File: src/rtl/nice_csr_responder.sv
// -----------------------------------------------------------------------------
// nice_csr_responder
//
// Coprocessor-side target of the NICE CSR channel. It decodes CSR indices
// 0xE00-0xEFF and holds a small CSR bank (CTRL, STATUS, LAT, CYCLE, scratch).
// Writing go=1 to CTRL starts a timed BUSY run of max(LAT,1) cycles. While the
// run is active, ready stays low, which stalls the core's CSR instruction.
//
// Ports:
//   clk             clock
//   rst_n           synchronous active-low reset
//   nice_csr_valid  request valid (may drop without a handshake)
//   nice_csr_ready  responder ready (low while BUSY)
//   nice_csr_addr   CSR index, zero-extended 12-bit
//   nice_csr_wr     1 = write
//   nice_csr_wdata  write data
//   nice_csr_rdata  combinational read data (pre-write value)
//   nice_busy       engine in BUSY
//   nice_irq        STATUS.done & CTRL.ie
// -----------------------------------------------------------------------------
module nice_csr_responder #(
    parameter int          NREG    = 4,
    parameter logic [7:0]  LAT_RST = 8'd8
) (
    input  logic        clk,
    input  logic        rst_n,
    input  logic        nice_csr_valid,
    output logic        nice_csr_ready,
    input  logic [31:0] nice_csr_addr,
    input  logic        nice_csr_wr,
    input  logic [31:0] nice_csr_wdata,
    output logic [31:0] nice_csr_rdata,
    output logic        nice_busy,
    output logic        nice_irq
);

    localparam logic [0:0] ST_IDLE = 1'b0;
    localparam logic [0:0] ST_BUSY = 1'b1;

    localparam logic [4:0] NREG_W  = 5'(NREG);

    localparam logic [7:0] IDX_CTRL   = 8'h00;
    localparam logic [7:0] IDX_STATUS = 8'h01;
    localparam logic [7:0] IDX_LAT    = 8'h02;
    localparam logic [7:0] IDX_CYCLE  = 8'h03;

    logic [0:0]  state;
    logic [7:0]  cnt;
    logic [7:0]  lat;
    logic [7:0]  opcnt;
    logic        done;
    logic        ie;
    logic [31:0] cycle;
    // Sized for the maximum of 16 entries; entries at or above NREG are
    // never written, so they stay at zero and fold away in synthesis.
    logic [31:0] scratch [16];

    logic [7:0]  idx;
    logic        hit;
    logic        scr_hit;
    logic        xfer;
    logic        wr_xfer;
    logic        go;
    logic        finish;

    assign idx     = nice_csr_addr[7:0];
    assign hit     = (nice_csr_addr[31:12] == 20'd0) && (nice_csr_addr[11:8] == 4'hE);
    assign scr_hit = (idx[7:4] == 4'h1) && ({1'b0, idx[3:0]} < NREG_W);

    assign nice_csr_ready = (state == ST_IDLE);
    assign nice_busy      = (state == ST_BUSY);
    assign nice_irq       = done & ie;

    assign xfer    = nice_csr_valid & nice_csr_ready;
    assign wr_xfer = xfer & nice_csr_wr & hit;
    assign go      = wr_xfer && (idx == IDX_CTRL) && nice_csr_wdata[0];
    // Last BUSY cycle: the run ends on this edge.
    assign finish  = (state == ST_BUSY) && (cnt == 8'd1);

    // Read mux: a pure function of the index and current state, so a write
    // transfer shows the value held before its own commit.
    always_comb begin
        nice_csr_rdata = 32'd0;
        if (hit) begin
            case (idx)
                IDX_CTRL:   nice_csr_rdata = {30'd0, ie, 1'b0};
                IDX_STATUS: nice_csr_rdata = {16'd0, opcnt, 7'd0, done};
                IDX_LAT:    nice_csr_rdata = {24'd0, lat};
                IDX_CYCLE:  nice_csr_rdata = cycle;
                default: begin
                    if (scr_hit) begin
                        nice_csr_rdata = scratch[idx[3:0]];
                    end
                end
            endcase
        end
    end

    always_ff @(posedge clk) begin
        if (!rst_n) begin
            state <= ST_IDLE;
            cnt   <= 8'd0;
            lat   <= LAT_RST;
            opcnt <= 8'd0;
            done  <= 1'b0;
            ie    <= 1'b0;
            cycle <= 32'd0;
            for (int i = 0; i < 16; i++) begin
                scratch[i] <= 32'd0;
            end
        end else begin
            cycle <= cycle + 32'd1;

            case (state)
                ST_IDLE: begin
                    if (go) begin
                        state <= ST_BUSY;
                        // LAT==0 still yields a one-cycle run.
                        cnt   <= (lat == 8'd0) ? 8'd1 : lat;
                    end
                end
                default: begin
                    cnt <= cnt - 8'd1;
                    if (cnt == 8'd1) begin
                        state <= ST_IDLE;
                    end
                end
            endcase

            // Completion sets done; set wins over a W1C on the same edge.
            if (finish) begin
                done  <= 1'b1;
                opcnt <= opcnt + 8'd1;
            end else if (wr_xfer && (idx == IDX_STATUS) && nice_csr_wdata[0]) begin
                done <= 1'b0;
            end

            if (wr_xfer && (idx == IDX_CTRL)) begin
                ie <= nice_csr_wdata[1];
            end

            if (wr_xfer && (idx == IDX_LAT)) begin
                lat <= nice_csr_wdata[7:0];
            end

            if (wr_xfer && scr_hit) begin
                scratch[idx[3:0]] <= nice_csr_wdata;
            end
        end
    end

endmodule

File: config.mk
export PLATFORM = sky130hd
export DESIGN_NAME = nice_csr_responder
export DESIGN_NICKNAME = d
export VERILOG_FILES = /design/src/rtl/nice_csr_responder.sv
export SDC_FILE = /design/constraint.sdc
export NUM_CORES = 1
export LEC_CHECK = 0
export CAP_MARGIN = 20
export CELL_PAD_IN_SITES_DETAIL_PLACEMENT = 1
export CELL_PAD_IN_SITES_GLOBAL_PLACEMENT = 1
export CORE_MARGIN = 5
export CORE_UTILIZATION = 49
export DETAILED_ROUTE_END_ITERATION = 10
export PLACE_DENSITY = 0.83
export RECOVER_POWER = 25
export SLEW_MARGIN = 25
export SYNTH_ARGS = -nofsm -noshare
export SYNTH_HDL_FRONTEND = slang
export SYNTH_SLANG_ARGS = --single-unit
File: constraint.sdc
create_clock -name clk -period 11.5 [get_ports clk]
set_input_delay 3.45 -clock clk [delete_from_list [all_inputs] [get_ports clk]]
set_output_delay 3.45 -clock clk [all_outputs]
set_load 0.01 [all_outputs]
==> results.sh <==
export IMPL_synth_top_family_by_area="simple AND/OR/NAND/NOR gates"
export IMPL_num_antenna_cells=0
export IMPL_ios=103
export IMPL_avgSynthCellArea_um2=12.7
export IMPL_switching_share=0.225
export IMPL_post_cts_buffers=0
export IMPL_cp_slowest_cell="or4_4"
export IMPL_endpoint_kind="output port"
export IMPL_mostFrequentLayoutCell="edfxtp_1"
export IMPL_synth_seq_area_share=0.653
export IMPL_ctsResizeCount=0
export IMPL_async_reset_ff_frac=0
export IMPL_synthTopCellsByArea="edfxtp_1 57%, dfxtp_1 8.5%, and2_1 6.1%"
export IMPL_drc=0
export IMPL_place_gp_congestion=0.829
export IMPL_clock_path_buffers=3
export IMPL_critPathRequiredTime_ps=8050
export IMPL_r2r_start="nice_busy"
export IMPL_track_usage=0.274
export IMPL_root_buffer="clkbuf_16"
export IMPL_numCtsBuffers=36
export IMPL_max_stage_delay_ps=620
export IMPL_io_buffers=102
export IMPL_clk_latency_ps=520
export IMPL_grt_max_degree=53
export IMPL_power_leakage_nw=6.00
export IMPL_hold_start="cycle[31]"
export IMPL_seqPwrFrac=0.519
export IMPL_dp_hpwl_um=26900
export IMPL_core_mm2=0.0279
export IMPL_reg2reg_to="lat[3]"
export IMPL_tightestPinTransition_ps=2860
export IMPL_rsz0062_at_grt="no"
export IMPL_arrival_ps=6780
export IMPL_ys_types=62
export IMPL_detail_route_iter0_violations=842
export IMPL_power_density_mw_per_mm2=154
export IMPL_ys_ff_latch=323
export IMPL_yosysWarnings=0
export IMPL_die_area_mm2=0.0319
export IMPL_synth_xor_xnor_area_share=0.0201
export IMPL_clock_skew_ps=19.4
export IMPL_drv_slew=47
export IMPL_synth_compound_area_share=0.111
export IMPL_critPathLaunchType="input port"
export IMPL_worstSetupPathType="in -> out"
export IMPL_period_share=0.889
export IMPL_drive_gt1_frac=0.0768
export IMPL_ir_drop_mv=0.104
export IMPL_ff2ff_path_depth=5
export IMPL_clk_pin_slew_ps=50
export IMPL_grt_pass1_wl_um=64900
export IMPL_rows=61
export IMPL_post_route_min_period_ps=10230
export IMPL_finalHoldViolations=0
export IMPL_die_w_um=179
export IMPL_hp_class="reg -> reg"
export IMPL_syn_to_final_growth_pct=21.2
export IMPL_setup_viol=0
export IMPL_drv_cap=1
export IMPL_p_clk_frac=0.422
export IMPL_wire_per_inst_um=25.2
export IMPL_vias=9998
export IMPL_die_height_um=179
export IMPL_crit_chain="clkdlybuf4s50_1 -> or4_4 -> or3b_1 -> or2_1 -> a211o_1 -> a31oi_1 -> clkdlybuf4s50_1"
export IMPL_netlist_area_mm2=0.0139
export IMPL_max_freq_ghz=0.0978
export IMPL_setup_tns_ps=0
export IMPL_routed_wl_um=43400
export IMPL_dp_cells=1657
export IMPL_layout_common_cells="264 x edfxtp_1, 136 x conb_1, 135 x and2_1"
export IMPL_grt_ovfl_total=0
export IMPL_grt_pass1_vias=10700
export IMPL_synthAdderAreaFrac=0.00359
export IMPL_worst_path_buf_inv=2
export IMPL_combPwrFrac=0.058
export IMPL_synth_edf_count=264
export IMPL_violations="capacitance limit, slew limit"
export IMPL_final_nets=1389
export IMPL_synthMuxAreaShare=0.0349
export IMPL_antenna_found_initial=1
export IMPL_yosysTopAreaCell="edfxtp_1"
export IMPL_htree_levels=2
export IMPL_start_util=0.499
export IMPL_intPower_mw=2.02
export IMPL_crit_fanout=11
export IMPL_hold_path_end="cycle[31]"
export IMPL_status="finished with violations"
export IMPL_synthCells=1094
export IMPL_postRouteAntennaNets=0
export IMPL_holdPathStages=2
export IMPL_cts_hold_buf=0
export IMPL_drt_first_pass_iters=6
export IMPL_crit_top_cell="clkdlybuf4s50_1"
export IMPL_synth_flop_cell="edfxtp_1"
export IMPL_critPathTopFamily="simple AND/OR/NAND/NOR gates"
export IMPL_cts_tree="built"
export IMPL_yosys_area_share_simple=0.151
export IMPL_fin_cells=1720
export IMPL_slew_headroom=-0.907
export IMPL_cts_sinks=323
export IMPL_vias_per_cell=5.81
export IMPL_synth_top_cell_area_share=0.568
export IMPL_r2r_setup_slack_ps=8540
export IMPL_power_switching_mw=0.588
## state kept, by name, indices dropped and copies added, names as in the netlist
signal     count
lat            8
nice_busy      1
done           1
ie             1
cnt            8
scratch      264
cycle         32
opcnt          8
## stage by stage
stage	utilization	setup WS (ps)	hold slack [ps]	cell area (um^2)	power (mW)
6_report	0.605	1270	487	16900	2.61
2_1_floorplan	-	2840	446	14500	1.44
3_3_place_gp	0.565	1360	457	15800	1.51
3_5_place_dp	0.566	1200	476	15800	1.52
5_1_grt	0.605	1200	511	16900	2.69
4_1_cts	0.605	1190	489	16900	2.62
## cell type report
cell class / instances / area (um^2)
timing repair buffer: 119 / 1130
fill: 2834 / 11000
sequential: 323 / 9110
inverter: 21 / 78.8
tap: 378 / 473
clock inverter: 15 / 125
multi-input combinational: 816 / 5010
clock buffer: 48 / 967
## worst max path at each step
stage / from / endpoint / cells after the start
global placement: nice_csr_addr[13] / nice_csr_rdata[31] / 7
floorplan: nice_csr_addr[2] / nice_csr_rdata[17] / 6
finish: nice_csr_addr[3] / nice_csr_rdata[0] / 7
CTS: nice_csr_addr[25] / nice_csr_rdata[16] / 7
global route: nice_csr_addr[2] / nice_csr_rdata[24] / 7
detailed placement: nice_csr_addr[25] / nice_csr_rdata[16] / 7
## power by group through the flow
stage	registers [mW]	clock network (mW)	logic, mW
after floorplan	1.37	0	0.0752
after global placement	1.37	0	0.141
after detailed placement	1.38	0	0.146
after CTS	1.35	1.11	0.148
after global routing	1.36	1.17	0.162
final	1.35	1.10	0.152
## synthesized netlist by cell type, drive strengths merged (12+ instances only)
| cell | number |
|---|---|
| a211oi | 52 |
| nand3 | 36 |
| xor2 | 23 |
| o21ai | 21 |
| nor4 | 13 |
| clkbuf | 43 |
| mux4 | 13 |
| and2 | 136 |
| buf | 26 |
| nor3 | 14 |
| a31oi | 19 |
| a211o | 19 |
| nand2 | 56 |
| dfxtp | 59 |
| a21oi | 98 |
| nor2 | 47 |
| inv | 21 |
| nand4 | 12 |
| edfxtp | 264 |
## per-layer routing
metal / track usage / wire length [um]
met2: 0.478 / 22000
met5: 0 / 13
met1: 0.343 / 17000
met4: 0.0889 / 1330
met3: 0.0542 / 3070
## worst reg2reg max path: cells and delay by family, from the launching register on
family,cells,cell delay (ps)
simple gates,4,1910
mux,1,320
flops,1,510
## kinds of logic after synthesis
family	after synthesis
AOI/OAI and AO/OA	240
xor gates and xnor gates	32
adders and majority gates	4
buffers and inverters	90
DFF	323
muxes	31
other	1
and+or+nand+nor	373
Power figures use the tool's default switching activity.
